==> src/rtl/rotary_pkg.sv <==
// Shared constants and types for the DDS front-panel rotary encoder controller.
package rotary_pkg;

  localparam int ADDR_W = 12;

  localparam int STEP_0 = 1;
  localparam int STEP_1 = 10;
  localparam int STEP_2 = 100;
  localparam int STEP_3 = 1000;

  typedef logic [1:0] step_idx_t;

  function automatic int step_of(step_idx_t idx);
    case (idx)
      2'd0:    return STEP_0;
      2'd1:    return STEP_1;
      2'd2:    return STEP_2;
      default: return STEP_3;
    endcase
  endfunction

endpackage

==> src/rtl/rot_debounce.sv <==
// Two-flop synchroniser followed by a stability down-counter; the level is
// accepted once DEB_CYCLES consecutive synchronised samples disagree with it.
module rot_debounce #(
  parameter int DEB_CYCLES = 8
) (
  input  logic i_clk,
  input  logic i_rst,
  input  logic i_din,
  output logic o_level
);
  import rotary_pkg::*;

  localparam int CNT_W = $clog2(DEB_CYCLES + 1);
  localparam logic [CNT_W-1:0] CNT_LOAD = CNT_W'(DEB_CYCLES - 1);

  logic             r_sync1;
  logic             r_sync2;
  logic             r_level;
  logic [CNT_W-1:0] r_cnt;

  always_ff @(posedge i_clk) begin
    if (i_rst) begin
      r_sync1 <= 1'b1;
      r_sync2 <= 1'b1;
      r_level <= 1'b1;
      r_cnt   <= CNT_LOAD;
    end else begin
      r_sync1 <= i_din;
      r_sync2 <= r_sync1;
      // Any sample that agrees with the accepted level restarts the count.
      if (r_sync2 == r_level) begin
        r_cnt <= CNT_LOAD;
      end else if (r_cnt == '0) begin
        r_level <= r_sync2;
        r_cnt   <= CNT_LOAD;
      end else begin
        r_cnt <= r_cnt - 1'b1;
      end
    end
  end

  assign o_level = r_level;

endmodule

==> src/rtl/rotary_ctrl.sv <==
// Rotary encoder front panel: detent decode, step select and DDS address.
// Define ROTARY_WRAP_EN to make the address wrap instead of saturate.
module rotary_ctrl #(
  parameter int ADDR_W     = rotary_pkg::ADDR_W,
  parameter int DEB_CYCLES = 8,
  parameter logic [ADDR_W-1:0] ADDR_RST = '0
) (
  input  logic              Fg_CLK,
  input  logic              RESET,
  input  logic              Rot_A,
  input  logic              Rot_B,
  input  logic              Rot_C,
  output logic [ADDR_W-1:0] Address,
  output logic              FreqChng
);
  import rotary_pkg::*;

`ifdef ROTARY_WRAP_EN
  localparam bit WRAP_EN = 1'b1;
`else
  localparam bit WRAP_EN = 1'b0;
`endif

  logic              w_a_level;
  logic              w_b_level;
  logic              w_a_fall;
  logic              w_c_rise;
  logic [ADDR_W:0]   w_step;
  logic [ADDR_W:0]   w_sum;
  logic [ADDR_W:0]   w_diff;
  logic [ADDR_W-1:0] w_addr_next;

  logic              r_a_prev;
  logic              r_c_sync1;
  logic              r_c_sync2;
  logic              r_c_prev;
  step_idx_t         r_step_idx;
  logic [ADDR_W-1:0] r_addr;
  logic              r_freq_chng;

  rot_debounce #(.DEB_CYCLES(DEB_CYCLES)) u_deb_a (
    .i_clk   (Fg_CLK),
    .i_rst   (RESET),
    .i_din   (Rot_A),
    .o_level (w_a_level)
  );

  rot_debounce #(.DEB_CYCLES(DEB_CYCLES)) u_deb_b (
    .i_clk   (Fg_CLK),
    .i_rst   (RESET),
    .i_din   (Rot_B),
    .o_level (w_b_level)
  );

  assign w_a_fall = r_a_prev & ~w_a_level;
  assign w_c_rise = r_c_sync2 & ~r_c_prev;
  assign w_step   = (ADDR_W + 1)'(step_of(r_step_idx));
  assign w_sum    = {1'b0, r_addr} + w_step;
  assign w_diff   = {1'b0, r_addr} - w_step;

  // Only the debounced A fall is a detent; B low there means clockwise (plus).
  always_comb begin
    w_addr_next = r_addr;
    if (w_a_fall) begin
      if (!w_b_level) begin
        w_addr_next = (WRAP_EN || !w_sum[ADDR_W]) ? w_sum[ADDR_W-1:0] : {ADDR_W{1'b1}};
      end else begin
        w_addr_next = (WRAP_EN || !w_diff[ADDR_W]) ? w_diff[ADDR_W-1:0] : '0;
      end
    end
  end

  always_ff @(posedge Fg_CLK) begin
    if (RESET) begin
      r_a_prev    <= 1'b1;
      r_c_sync1   <= 1'b0;
      r_c_sync2   <= 1'b0;
      r_c_prev    <= 1'b0;
      r_step_idx  <= '0;
      r_addr      <= ADDR_RST;
      r_freq_chng <= 1'b0;
    end else begin
      r_a_prev    <= w_a_level;
      r_c_sync1   <= Rot_C;
      r_c_sync2   <= r_c_sync1;
      r_c_prev    <= r_c_sync2;
      // Detent in the same cycle still sees the old index via w_step.
      if (w_c_rise) begin
        r_step_idx <= r_step_idx + 1'b1;
      end
      r_addr      <= w_addr_next;
      r_freq_chng <= (w_addr_next != r_addr);
    end
  end

  assign Address  = r_addr;
  assign FreqChng = r_freq_chng;

endmodule

==> config.mk <==
export PLATFORM = sky130hd
export DESIGN_NAME = rotary_ctrl
export DESIGN_NICKNAME = d
export VERILOG_FILES = /design/src/rtl/rotary_pkg.sv /design/src/rtl/rot_debounce.sv /design/src/rtl/rotary_ctrl.sv
export SDC_FILE = /design/constraint.sdc
export NUM_CORES = 1
export LEC_CHECK = 0
export ABC_CLOCK_PERIOD_IN_PS = 7100
export CORE_UTILIZATION = 55
export CTS_BUF_LIST = sky130_fd_sc_hd__clkbuf_4 sky130_fd_sc_hd__clkbuf_8
export CTS_CLUSTER_DIAMETER = 30
export DETAILED_ROUTE_END_ITERATION = 10
export GPL_TIMING_DRIVEN = 0
export PLACE_DENSITY = 0.73
export SYNTH_ARGS = -nofsm -noshare
export SYNTH_HDL_FRONTEND = slang
export SYNTH_SLANG_ARGS = --single-unit
==> constraint.sdc <==
create_clock -name Fg_CLK -period 7.1 [get_ports Fg_CLK]
set_clock_uncertainty 0.15 [all_clocks]
set_input_delay 1.065 -clock Fg_CLK [delete_from_list [all_inputs] [get_ports Fg_CLK]]
set_output_delay 1.065 -clock Fg_CLK [all_outputs]
set_load 0.02 [all_outputs]
Yosys cells after proc, flatten, opt, wreduce, memory -nomap -nowiden:

Index checks and enable logic that the tools add are counted.

* register bits after elaboration: 33
* input bits: 5
* output and inout port bits: 13
* word-level logic and storage cells: 43

* add/subtract/negate cells: 5
* equality and inequality tests: 5
* multiplexer cells: 5
* bitwise operators: 6
* reductions and logical operators: 7

Operators with widths (number)
* 2-to-1 mux 12 bit: 4
* one-hot mux 10 bit (3 select lines): 1
* adder 12 x 13 -> 13 bit: 1
* subtractor 12 x 13 -> 13 bit: 1
* inequality test 12 bit: 1
* zero test 4 bit: 2
* subtractor 4 x 1 -> 4 bit (second input constant): 2
* OR reduction 3 bit: 2
* NOT 1 bit: 4
* AND reduction 2 bit: 2
* adder 2 x 1 -> 2 bit (second input constant): 1
* AND 1 bit: 2
* equality test 1 bit: 2
* equality test 2 x 1 -> 1 bit (second input constant): 1
* equality test 2 bit (second input constant): 1
* zero test 2 bit: 1

Longest topological paths before layout:

Gate-level depths: netlist of run 1.

* depth after elaboration: 7
* mapped depth: 15

Cells and area by module:

From an unflattened synthesis of run 1, not the netlist that was laid out.

* cells, all modules: 365
* area total of the unflattened synthesis: 2935.3 µm²

By module, submodules not included
* rotary_ctrl: times used 1, cells an instance 315, area each 2374.8 µm²
* rot_debounce: times used 2, cells an instance 25, area each 280.3 µm²

Worst setup path before layout of run 1:

No wires, ideal clock.

* kind: register to register
* start: reg r_step_idx[1]
* end: reg r_freq_chng, in the netlist FreqChng
* setup time: 132 ps
* data arrival time: 3027 ps
* slack: 3791 ps
* cell stages (with the launch flop): 15
* period minus slack after synthesis: 3309 ps
* path through: dfxtp_1 inv_1 ha_1 inv_1 nand2_1 ha_1 a21o_1 a2111oi_2 nand2_1 a221oi_2 nor3_1 a311o_1 a211o_1 nor4b_2 a21oi_1

* word-level cells in the longest chain between the ends: 7
* elaborated cells between the ends (all ways): 11
* classes of those cells: add/sub (2); eq/ne (3); mux (5); reduce/logical (1)

Ends and longest elaborated chain
* from (decl): line rotary_ctrl.sv:37 `step_idx_t r_step_idx;`
* from (signal assigned): line rotary_ctrl.sv:89 `r_step_idx <= r_step_idx + 1'b1;`
* equality test 2 bit (tied with other cells): line rotary_pkg.sv:14 `case (idx)`
* one-hot mux 10 bit (3 select lines) *: line rotary_pkg.sv:14
* adder 12 x 13 -> 13 bit / subtractor 12 x 13 -> 13 bit (equally long branches): line rotary_ctrl.sv:58, rotary_ctrl.sv:59
* 2-to-1 mux 12 bit, on equally long branches: line rotary_ctrl.sv:66, rotary_ctrl.sv:68
* 2-to-1 mux 12 bit *: line rotary_ctrl.sv:65 `if (!w_b_level) begin`
* 2-to-1 mux 12 bit *: line rotary_ctrl.sv:64 `if (w_a_fall) begin`
* inequality test 12 bit *: line rotary_ctrl.sv:92 `r_freq_chng <= (w_addr_next != r_addr);`
* to (signal assigned): line rotary_ctrl.sv:92
* to (decl): line rotary_ctrl.sv:39 `logic r_freq_chng;`

Every way passes the cells marked *; elsewhere a longest branch is shown, timed or not.
A chain may end at the register's enable or synchronous reset.

Final worst setup path of run 1:

Same ends and word-level chain as after synthesis.

==> metrics.cfg, run 1 <==
[outcome]
status = complete, no violations

[hold_path]
min_from = u_deb_b.r_cnt[0]$_SDFF_PP1_
hold_depth = 1
hp-class = register to register

[global_route]
grt_first_pass_wirelength_mm = 11.0
antenna_found_initial = 0
grt_usage = 0.275
grt_start_max_net_pins = 11
grt_pass1_vias = 2240
overflow = 0

[clock_network]
clockRootBuffer = clkbuf_8
cts_buffers = 5
clock_latency_ps = 280
cts_buffer_depth = 2
cts_sinks = 33
cts-resized-gates = 0
clkTransAtPathRegs_ps = 60
cts_setup_buffers = 0
holdBufCountCts = 0
cts_tree = done
ctsHtreeMaxLevel = 2

[sta]
setup_viol = 0
fin_crit_sh = 0.562
drv_slew = 0
fmax_mhz = 251
tightest_slew_ps = 525
maxSlewHeadroom = 0.641
post-route-min-period_ps = 3990
rsz0062_at_grt = no
final-hold-violation-count = 0
fin_tns_setup_ps = 0

[synthesis]
yosys-top-cells-area = dfxtp_1, ha_1, nand2_1, a21oi_1, xnor2_1
synth-simple-area-share = 0.236
synthAdderAreaFrac = 0.131
synth_edf_count = 0
synth_compound_area_frac = 0.258
synth_seq_cells = 33
ys_seq_area_frac = 0.244
synth-async-reset-ratio = 0
yosys_warnings = 0
synth_top_family_by_area = compound AO/OA/AOI/OAI gates
syn_inst = 333
synthFlopType = dfxtp_1
synth_top_area_frac = 0.244
ys_types = 64
synth_top_cell_by_area = dfxtp_1
synth-xor-area-share = 0.0616
synthMuxAreaShare = 0.0111
syn-cell-area_um2 = 2700
synth_fp_nets = 365
syn_area_per_cell_um2 = 8.12

[power_and_ir_drop]
ir_worst_vdd_uv = 132
p_int_mw = 0.285
power_frac_seq = 0.509
sw_frac_of_total = 0.234
p_switching_mw = 0.0870
total_leakage_power_nw = 1.29
clkPwrFrac = 0.388
p_per_area_nw_per_um2 = 122
p_comb_frac = 0.103
report.power.total_mw = 0.372

[setup_path]
cp-end-kind = register
max_stage_delay_ps = 450
rr_worst_depth = 15
cp_slowest_cell = dfxtp_1
r2r-end = FreqChng$_SDFF_PP0_
critPathCapture = FreqChng$_SDFF_PP0_
cp_max_fo = 7
critical_path.reg2reg.startpoint = r_step_idx[1]$_SDFFE_PP0P_
crit_type = register to register
critPathRequiredTime_ps = 7090
crit_arrival_ps = 3980
crit_chain = inv_1, ha_1, inv_1, nand2_1, ha_1, buf_2, and2b_1, o2111ai_1, a31oi_1, o21ai_1, a211o_1, a22o_1, a211oi_1, nor4b_2, a21oi_1
r2r_slack_ps = 3110
startpoint = r_step_idx[1]$_SDFFE_PP0P_
start_kind = register

[die]
dieArea_um2 = 5200
dieWidth_um = 72.1
core_um2 = 4720
rows = 25
io_pins = 18
die_h_um = 72.1
initial_core_util = 0.572

[layout]
final_area_um2 = 3050
drive_above_1_share = 0.0924
layout_common_cells = nand2_1, dfxtp_1, nor2_1, ha_1, a21oi_1
final_common_cell = nand2_1
antenna_cells = 0
final_nets = 389
stdcell_count = 424
area_delta_synth_final_pct = 12.7
fillCellCount = 432

[drt]
first_pass_iters = 5
drt_iter0_markers = 259
postRouteAntennaNets = 0
viasPerCell = 5.90
wl_per_cell_um = 16.0
postRouteWirelength_mm = 6.79
post-route-drc-count = 0
via_count = 2500

[placement]
hpwlAfterDp_mm = 5.23
place_area_um2 = 2960
placed_cells = 417
place_congestion = 0.901
io_buffers = 17

[run]
max-cap-violations = 0

power groups by stage:
| stage | logic, mW | clock network, mW | registers [mW] |
|---|---|---|---|
| 3_5_place_dp | 0.0374 | 0 | 0.193 |
| 2_1_floorplan | 0.0276 | 0 | 0.193 |
| 4_1_cts | 0.0378 | 0.146 | 0.189 |
| 6_report | 0.0384 | 0.144 | 0.189 |
| 5_1_grt | 0.0426 | 0.153 | 0.189 |
| 3_3_place_gp | 0.0367 | 0 | 0.193 |
synth_stat cells, types with 8 or more instances:
master   number
xor2_1        8
a21oi_1      23
o21ai_0      11
inv_1        17
nor2_1       25
xnor2_1      11
dfxtp_1      33
nand2_1      34
ha_1         25
a211o_1       8
nor3_1       12
nor2b_1      11
cell type report:
cell class	instances	area, um2	area share
Buffer	16	88.8	0.0292
Tap cell	67	83.8	0.0275
Timing Repair Buffer	17	170	0.0559
Sequential cell	33	661	0.217
Multi-Input combinational cell	266	1890	0.619
Clock buffer	7	90.1	0.0296
Inverter	18	67.6	0.0222
sequential cells by signal (all words and copies together), names as in the netlist, 2 cells and up:
signal	flops
u_deb_b.r_cnt	4
r_step_idx	2
Address	12
u_deb_a.r_cnt	4
worst min path at each step:
stage | endpoint
finish | u_deb_b.r_cnt[0]$_SDFF_PP1_
global route | u_deb_b.r_cnt[0]$_SDFF_PP1_
CTS | u_deb_b.r_cnt[0]$_SDFF_PP1_
detailed placement | u_deb_b.r_cnt[0]$_SDFF_PP1_
global placement | u_deb_b.r_cnt[0]$_SDFF_PP1_
floorplan | u_deb_a.r_cnt[0]$_SDFF_PP1_
layer usage:
| layer | part of all wire | track usage |
|---|---|---|
| met2 | 0.46 | 0.442 |
| met5 | 0 | 0 |
| met4 | 0.010 | 0.0479 |
| met3 | 0.054 | 0.0653 |
| met1 | 0.48 | 0.380 |
metrics by stage:
step / setup WS [ps] / utilization / hold slack (ps)
4_1_cts: 3170 / 0.645 / 252
2_1_floorplan: 3790 / - / 221
5_1_grt: 2830 / 0.645 / 268
3_3_place_gp: 3250 / 0.626 / 232
3_5_place_dp: 3220 / 0.626 / 237
6_report: 3110 / 0.645 / 255
kinds of logic (layout without fill, tap and decap cells):
kind of cell,count (synthesis),after routing
adder cells (fa/ha/maj),27,27
XOR/XNOR,19,19
buffers and inverters,34,58
flip-flops,33,33
multiplexers,3,3
AND/OR/NAND/NOR,120,120
AO/OA/AOI/OAI,97,97
worst max-delay path: cells and delay by family, from the launching register on:
| family | cells | cell delay, ps |
|---|---|---|
| buf+inv | 3 | 440 |
| fa+ha+maj | 2 | 570 |
| simple gates | 3 | 580 |
| compound gates | 7 | 1660 |
| flops | 1 | 450 |
Note: power is estimated with default switching activity, not from simulation.
==> run 2, diff against run 1 <==
Settings changed: ABC_CLOCK_PERIOD_IN_PS 7100 to 3300, PLACE_DENSITY 0.73 to 0.76.
Clock period 7.1 ns to 3.3 ns, I/O delays scaled along.
==> run 2 against run 1 <==
Against the previous run: clock power rose to 2.8 times the previous value; hold slack got worse by 3.4 ps; critical path type unchanged; final cell count rose by 5.2%; largest cell class unchanged; highest routed layer unchanged; maximum frequency rose by 21%; sequential power rose by 120%; register-to-register slack got worse by 3100 ps; non-clock buffer count rose by 21; sequential share of layout area fell by 2.8 points; core utilization rose by 10 points; the run now ends with setup timing left; critical endpoint unchanged.
==> metrics.cfg, run 2 (synthesized netlist as in run 1, its figures left out) <==
[outcome]
status = finished, violations left
violations = setup timing

[global_route]
antenna_found_initial = 0
grt_pass1_vias = 2431
grt_start_max_net_pins = 11
grt_usage = 0.286
overflow = 0
grt_first_pass_wirelength_mm = 11.6

[clock_network]
ctsHtreeMaxLevel = 2
clkTransAtPathRegs_ps = 70
cts_tree = done
cts_buffer_depth = 2
cts_buffers = 5
clockRootBuffer = clkbuf_8
cts_sinks = 33
holdBufCountCts = 0
clock_latency_ps = 290

[drt]
via_count = 2616
postRouteAntennaNets = 0
postRouteWirelength_mm = 7.33
wl_per_cell_um = 16.4
first_pass_iters = 5
post-route-drc-count = 0
viasPerCell = 5.87
drt_iter0_markers = 209

[layout]
fillCellCount = 333
layout_common_cells = nand2_1, dfxtp_1, nor2_1
area_delta_synth_final_pct = 30.7
largest_register_ffs = 12
final_common_cell = nand2_1
antenna_cells = 0
final_nets = 410
drive_above_1_share = 0.253

[placement]
post-place-ws_ps = -501
io_buffers = 17
hpwlAfterDp_mm = 5.16
place_congestion = 0.928

[sta]
fmax_mhz = 303
tightest_slew_ps = 547
final-hold-violation-count = 0
fin_crit_sh = 1.00
maxSlewHeadroom = 0.635
setup_viol = 1
fin_worst_hold_slack_ps = 252
rsz0062_at_grt = yes
post-route-min-period_ps = 3300
drv_slew = 0
setup_ws_ps = -4.45

[die]
rows = 25
io_pins = 18
core_um2 = 4720
dieWidth_um = 72.1
dieArea_um2 = 5200
initial_core_util = 0.572
die_h_um = 72.1

[setup_path]
startpoint = r_step_idx[1]$_SDFFE_PP0P_
max_stage_delay_ps = 390
crit_type = register to register
start_kind = register
cp-end-kind = register
critical_path.most_common_cell = ha_4
cp_max_fo = 8
cp_slowest_cell = dfxtp_4
crit_arrival_ps = 3310
rr_worst_depth = 13
crit_chain = ha_4, inv_6, ha_4, buf_6, nor4b_4, o21ai_4, a31oi_4, nor3_2, a211o_1, a22o_1, a211oi_2, a41o_1, a21oi_1
critPathRequiredTime_ps = 3300
critical_path.reg2reg.startpoint = r_step_idx[1]$_SDFFE_PP0P_

[power_and_ir_drop]
total_leakage_power_nw = 1.46
ir_worst_vdd_uv = 290
clkPwrFrac = 0.437
sw_frac_of_total = 0.225
power_frac_seq = 0.445
p_switching_mw = 0.206
p_comb_frac = 0.118
p_per_area_nw_per_um2 = 259
p_int_mw = 0.709

[hold_path]
hp-class = register to register
min_from = u_deb_b.r_cnt[0]$_SDFF_PP1_
hold_depth = 1

[run]
max-cap-violations = 0

-- run 2: cell types whose count changed in the layout (fill, tap and decap cells not counted), sizes merged --
cell    previous run  this run
bufinv             0         1
buf               10        31
-- run 2: timing repair --
action                                  4_1_cts  5_1_grt
pin swaps                                    18       17
resized for setup                            37       25
endpoints found under the setup margin        2        2
setup buffers                                12       10
-- run 2: power by group through the flow --
stage                     Combinational, mW  Clock [mW]  Sequential, mW
after floorplan                      0.0596           0           0.415
after detailed placement             0.0801           0           0.416
final                                 0.108       0.400           0.407
after global placement               0.0786           0           0.416
after global routing                  0.117       0.418           0.408
after CTS                            0.0918       0.403           0.407
-- run 2: per-stage QoR --
step | cell area (um2) | std cells | power (mW) | TNS, ps | util
finish | 3530 | 446 | 0.915 | -4.45 | 0.748
CTS | 3330 | 436 | 0.901 | 0 | 0.705
floorplan | 2710 | 333 | 0.475 | 0 | -
global route | 3530 | 446 | 0.942 | -85.6 | 0.748
detailed placement | 2960 | 417 | 0.496 | -501 | 0.626
global placement | 2960 | 417 | 0.494 | -518 | 0.626
-- run 2: path summary, 6_finish.rpt --
path | end | slack, ps
min reg2reg | u_deb_b.r_cnt[0]$_SDFF_PP1_ | 250
max reg2reg | FreqChng$_SDFF_PP0_ | -4
min | u_deb_b.r_cnt[0]$_SDFF_PP1_ | 250
max | FreqChng$_SDFF_PP0_ | -4
-- run 2: final cells by class --
| class | instances | area, um2 | share of cell area |
|---|---|---|---|
| Buffer | 15 | 83.8 | 0.0237 |
| Sequential cell | 33 | 668 | 0.189 |
| Tap cell | 67 | 83.8 | 0.0237 |
| Timing Repair Buffer | 39 | 348 | 0.0985 |
| Inverter | 18 | 77.6 | 0.0220 |
| Clock buffer | 7 | 90.1 | 0.0255 |
| Clock inverter | 1 | 30.0 | 0.00850 |
| Multi-Input combinational cell | 266 | 2150 | 0.609 |
-- run 2: critical path: cells and delay by family, from the launching register on --
family,cells,cell delay [ps]
adders and majority gates,2,390
buffers and inverters,2,180
DFF,1,390
and+or+nand+nor,2,440
AOI/OAI and AO/OA,7,1590
-- run 2: metal layers --
metal / global-route usage / up-vias / wire length (um)
li1: - / 1269 / -
met1: 0.389 / 1229 / 3360
met2: 0.468 / 93 / 3480
met3: 0.0417 / 25 / 344
met4: 0.0871 / 0 / 150
met5: 0 / - / 0
==> variant 1 (config.mk and constraints of run 2) <==
`WRAP_EN`: 1'b0 -> 1'b1.
--- a/src/rtl/rotary_ctrl.sv
+++ b/src/rtl/rotary_ctrl.sv
@@ -18,7 +18,7 @@
 `ifdef ROTARY_WRAP_EN
   localparam bit WRAP_EN = 1'b1;
 `else
-  localparam bit WRAP_EN = 1'b0;
+  localparam bit WRAP_EN = 1'b1;
 `endif
 
   logic              w_a_level;
Formal check against the unedited RTL: no difference found for any inputs over 10 cycles, from zero or initial values and one cycle with RESET high; that may be too few to reach the edited logic, so the function may still have changed.
==> variant 1 against run 2 <==
Power rose by 0.18%. Hold slack barely moved. Final area fell by 20%. Sequential power barely moved. Sequential cell count did not move. Via count fell by 21%. Sequential share of layout area rose by 4.7 points. Core utilization fell by 6.9 points. Area after synthesis fell by 9.3%. Routed wire length fell by 28%. Setup slack improved by 0.13 ns. Synthesized cell count fell by 14%. Critical endpoint unchanged. Highest routed layer unchanged.
==> variant 1: results (changes against run 2) <==
* Status: completed (was complete, but fails checks)
* M2 GR Usage at 0.403 (was 0.468)
* Slew headroom at 0.604 (was 0.635)
* WL met3 at 310 um (was 344 um)
* Finished Layout Cells at 359 (was 446)
* WL met2 at 2.48 mm (was 3.48 mm)
* Gr usage total at 0.250 (was 0.286)
* Buffers on Ports at 16 (was 17)
* FILL cells at 334 (was 333)
* Sequential power share at 0.444 (was 0.445)
* Number of global-route vias before repair at 1855 (was 2431)
* Synth async-reset ratio at 0 (unchanged)
* Commonest cells in the netlist: dfxtp_1 (33), nand2_1 (28), a21oi_1 (20), xnor2_1 (20), ha_1 (19) (was nand2_1 (34), dfxtp_1 (33), ha_1 (25), nor2_1 (25), a21oi_1 (23))
* Pleak at 1.10 nW (was 1.46 nW)
* First-pass GRT wire length at 8.54 mm (was 11.6 mm)
* Total Wirelength at 5.28 mm (was 7.33 mm)
* Synth Instances at 285 (was 333)
* Dpl cell area at 0.00267 mm2 (was 0.00296 mm2)
* Dpl cells at 351 (was 417)
* WL met1 at 2.40 mm (was 3.36 mm)
* GR met1 Demand/Resource at 0.323 (was 0.389)
* Logic power comb at 0.000102 W (was 0.000108 W)
* Crit Path Max Fanout at 9 (was 8)
* TritonRoute pass-1 iters at 4 (was 5)
* Top layer used by detailed routing: met4 (unchanged)
* Seq pwr at 0.000408 W (was 0.000407 W)
* H-tree levels at 2 (unchanged)
* FF+latch area at 663 um2 (was 668 um2)
* Highest-delay cell along the critical path: dfxtp_1 (was dfxtp_4)
* Synthesized net count at 310 (was 365)
* Slowest Stage Delay on Critical Path at 0.37 ns (was 0.39 ns)
* Post-DP HPWL at 3.88 mm (was 5.16 mm)
* Fin nets at 333 (was 410)
* Arr. time, crit path at 3.19 ns (was 3.31 ns)
* Total CTS buffers at 5 (unchanged)
* Register area share after synthesis at 0.270 (was 0.244)
* FF-to-FF path depth at 11 (was 13)
* Final GP Congestion at 0.873 (was 0.928)
* Via count at 2073 (was 2616)
* Share of post-route cells with drive strength above 1 at 0.175 (was 0.253)
* Count leader, synth: dfxtp_1 (was nand2_1)
* Met3 Use GR at 0.0559 (was 0.0417)
* Post-place setup slack at -0.0348 ns (was -0.501 ns)
* Cell variety after synth at 67 (was 64)
* Drt initial violations at 118 (was 209)
* Sw frac at 0.229 (was 0.225)
* Max VDD drop at 0.262 mV (was 0.290 mV)
-- variant 1: changes by cell type after synthesis, sizes merged, moves of 4 or more --
cell	delta
clkbuf	-4
nor4	+6
nor2	-7
xnor2	+9
nand2	-6
ha	-6
a211o	-6
o21ai	-5
o211ai	-5
nand2b	-4
xor2	-5
-- variant 1: area by class of cell --
type                       count  share of cell area
multi-input combinational    221               0.581
sequential                    33               0.236
timing repair buffer          16              0.0569
buffer                        14              0.0383
clock buffer                   7              0.0320
clock inverter                 1              0.0107
tap                           50              0.0222
inverter                      17              0.0227
-- variant 1: final timing paths --
check / endpoint / startpoint / slack [ns]
setup / recovery: FreqChng / u_deb_b.o_level / 0.12
hold / removal: u_deb_a.r_cnt[0] / u_deb_a.r_cnt[0] / 0.25
setup reg to reg: FreqChng / u_deb_b.o_level / 0.12
hold reg to reg: u_deb_a.r_cnt[0] / u_deb_a.r_cnt[0] / 0.25
-- variant 1: cells by family after synthesis --
| logic type | count (synthesis) | share of synthesized area |
|---|---|---|
| AND/OR/NAND/NOR | 105 | 0.222 |
| adder cells (fa/ha/maj) | 20 | 0.105 |
| XOR/XNOR | 24 | 0.0914 |
| multiplexers | 2 | 0.00868 |
| buffers and inverters | 31 | 0.0694 |
| flip-flops | 33 | 0.270 |
| AO/OA/AOI/OAI | 70 | 0.234 |
-- variant 1: worst max-delay path: cells and delay by family (launching register included) --
family | cells | cell delay (ns)
adder cells (fa/ha/maj) | 1 | 0.31
buffers and inverters | 2 | 0.45
AND/OR/NAND/NOR | 4 | 0.61
AO/OA/AOI/OAI | 4 | 1.18
flip-flops | 1 | 0.37
-- variant 1: repair_timing --
action / CTS / global route
buffers inserted: 0 / 0
endpoints found under the setup margin: 1 / 2
pin swaps: 0 / 1
resized for setup: 3 / 3
==> variant 2 (flow settings as in run 2) <==
Without the edit above. Register the output `Address` once more, cleared by the reset; this adds one clock of latency there. The other outputs are not delayed to match.
--- a/src/rtl/rotary_ctrl.sv
+++ b/src/rtl/rotary_ctrl.sv
@@ -93,7 +93,13 @@
     end
   end
 
-  assign Address  = r_addr;
+  always_ff @(posedge Fg_CLK) begin
+    if (RESET) begin
+      Address <= '0;
+    end else begin
+      Address <= r_addr;
+    end
+  end
   assign FreqChng = r_freq_chng;
 
 endmodule
Behaviour: no difference found for any inputs over 10 cycles, from zero or initial values and one cycle with RESET high; that may be too few to reach the edited logic, so the function may still have changed.
==> variant 2 against run 2 <==
The run still ends with negative setup slack left. Power increased by 14%. Critical path depth is 1 higher. Area after synthesis increased by 9.3%. Global-route usage shrank 0.61 points. Critical endpoint unchanged. Final area increased by 8.3%. Hold slack better by 0.0020 ns. Setup slack worse by 0.10 ns. Routed wire length increased by 7.4%. Sequential cell count increased by 12. Via count rose by 7.4%.
==> variant 2: results (changes against run 2) <==
* Slew headroom at 0.622 (was 0.635)
* Cell variety after synth at 68 (was 64)
* Status: complete, but fails checks (unchanged)
* TritonRoute pass-1 iters at 6 (was 5)
* Root buffer cell: clkbuf_8 (unchanged)
* Final GP Congestion at 0.923 (was 0.928)
* FF-to-FF path depth at 14 (was 13)
* Pleak at 1.60 nW (was 1.46 nW)
* FILL cells at 398 (was 333)
* Worst-path clk slew at 0.08 ns
* Highest-delay cell along the critical path: a2111o_1 (was dfxtp_4)
* Drt initial violations at 287 (was 209)
* H-tree levels at 2 (unchanged)
* Max VDD drop at 0.269 mV (was 0.290 mV)
* WL/cell at 16.8 um (was 16.4 um)
* Share of post-route cells with drive strength above 1 at 0.258 (was 0.253)
* Register area share after synthesis at 0.305 (was 0.244)
* Gr usage total at 0.280 (was 0.286)
* Clk buf depth at 2 (unchanged)
* Synthesized net count at 384 (was 365)
* Worst hold path stage count at 1 (unchanged)
* Number of global-route vias before repair at 2542 (was 2431)
* Crit Path Max Fanout at 5 (was 8)
* Largest net degree at the start of global routing at 14 (was 11)
* Slack of the critical path at -0.105 ns (was -0.00445 ns)
* FF-to-FF setup slack at -0.10 ns (was -0.004 ns)
* First-pass GRT wire length at 12.0 mm (was 11.6 mm)
* Post-DP HPWL at 5.38 mm (was 5.16 mm)
* Via/cell ratio at 5.98 (was 5.87)
* Synth top area cells: dfxtp_1 (30%), ha_1 (11%), nor2_1 (5.0%) (was dfxtp_1 (24%), ha_1 (12%), nand2_1 (4.7%))
* Failing checks: negative setup slack (unchanged)
* Synth warn at 0 (unchanged)
* Dpl cells at 439 (was 417)
* Commonest cells in the netlist: dfxtp_1 (45), nor2_1 (39), nand2_1 (26) (was nand2_1 (34), dfxtp_1 (33), ha_1 (25), nor2_1 (25), a21oi_1 (23))
* Crit path time final at 3.40 ns (was 3.30 ns)
* Ant. Diodes at 0 (unchanged)
* Initial antenna violation count at 0 (unchanged)
* Pint at 0.000813 W (was 0.000709 W)
* Fin nets at 432 (was 410)
* Via count at 2810 (was 2616)
* Mean post-synth cell area at 8.39 um2 (was 8.12 um2)
* Final setup vio count at 1 (unchanged)
* Slowest Stage Delay on Critical Path at 0.43 ns (was 0.39 ns)
* Arr. time, crit path at 3.42 ns (was 3.31 ns)
* Sum of negative setup slack at -0.105 ns (was -0.00445 ns)
* Crit start category: flip-flop (unchanged)
-- variant 2: cell types whose count changed after synthesis, sizes merged, moves of 4 or more --
cell / before / now
a211oi: 5 / 1
dfxtp: 33 / 45
nand2: 34 / 26
o311ai: 0 / 4
nor3: 13 / 8
nor2: 25 / 39
nor2b: 11 / 17
inv: 17 / 22
a31oi: 7 / 3
o21a: 6 / 1
a221oi: 1 / 5
nor3b: 7 / 2
-- variant 2: timing repair --
| action | in CTS | in global routing |
|---|---|---|
| pin swaps | 11 | 22 |
| buffers inserted | 12 | 13 |
| resized for setup | 41 | 34 |
| setup endpoints to repair | 1 | 1 |
-- variant 2: logic make-up after synthesis --
group,Yosys count,synth area share
fa+ha+maj,27,0.119
mux,2,0.00720
flops,45,0.305
xor+xnor,19,0.0563
buf+inv,39,0.0576
compound gates,92,0.234
simple gates,128,0.221
-- variant 2: per-stage QoR --
step / cell area, um2 / hold WS (ns) / total power [W] / worst slack (ns)
after floorplan: 2960 / 0.221 / 0.000619 / 0.0000184
after global placement: 3220 / 0.229 / 0.000638 / -0.521
after detailed placement: 3220 / 0.236 / 0.000640 / -0.524
after CTS: 3590 / 0.254 / 0.00104 / -0.00989
after global routing: 3820 / 0.270 / 0.00109 / -0.201
final: 3820 / 0.254 / 0.00105 / -0.105
-- variant 2: layer usage --
metal / global-route usage / wire length (um) / up-vias
li1: - / - / 1340
met1: 0.343 / 3370 / 1311
met2: 0.467 / 3750 / 126
met3: 0.0763 / 488 / 33
met4: 0.107 / 263 / 0
met5: 0 / 0 / -
-- variant 2: layout make-up --
class	instances	area, um2	share of cell area
inverters	22	100	0.0262
flip-flops and latches	45	908	0.238
well taps	70	87.6	0.0229
multi-input cells	268	2170	0.567
plain buffers	16	95.1	0.0249
clock buffers	5	68.8	0.0180
repair buffers	42	362	0.0946
clock inverters	2	35.0	0.00916
-- variant 2: power by group through the flow --
stage,Clock (W),Sequential [W],Combinational (W)
global route,0.000429,0.000552,0.000110
floorplan,0,0.000563,0.0000558
finish,0.000396,0.000551,0.0000996
CTS,0.000404,0.000551,0.0000884
global placement,0,0.000564,0.0000742
detailed placement,0,0.000564,0.0000759
-- variant 2: worst reg2reg max path: stages (launching register included) --
cell       delay (ns)
dfxtp_4          0.40
inv_6            0.06
ha_4             0.17
inv_4            0.06
nand2_4          0.06
ha_4             0.27
and3b_2          0.23
o2111ai_4        0.18
a31o_4           0.29
or3_4            0.34
a21oi_2          0.16
o22ai_1          0.08
a2111o_1         0.43
nor4_2           0.27
a31oi_1          0.11
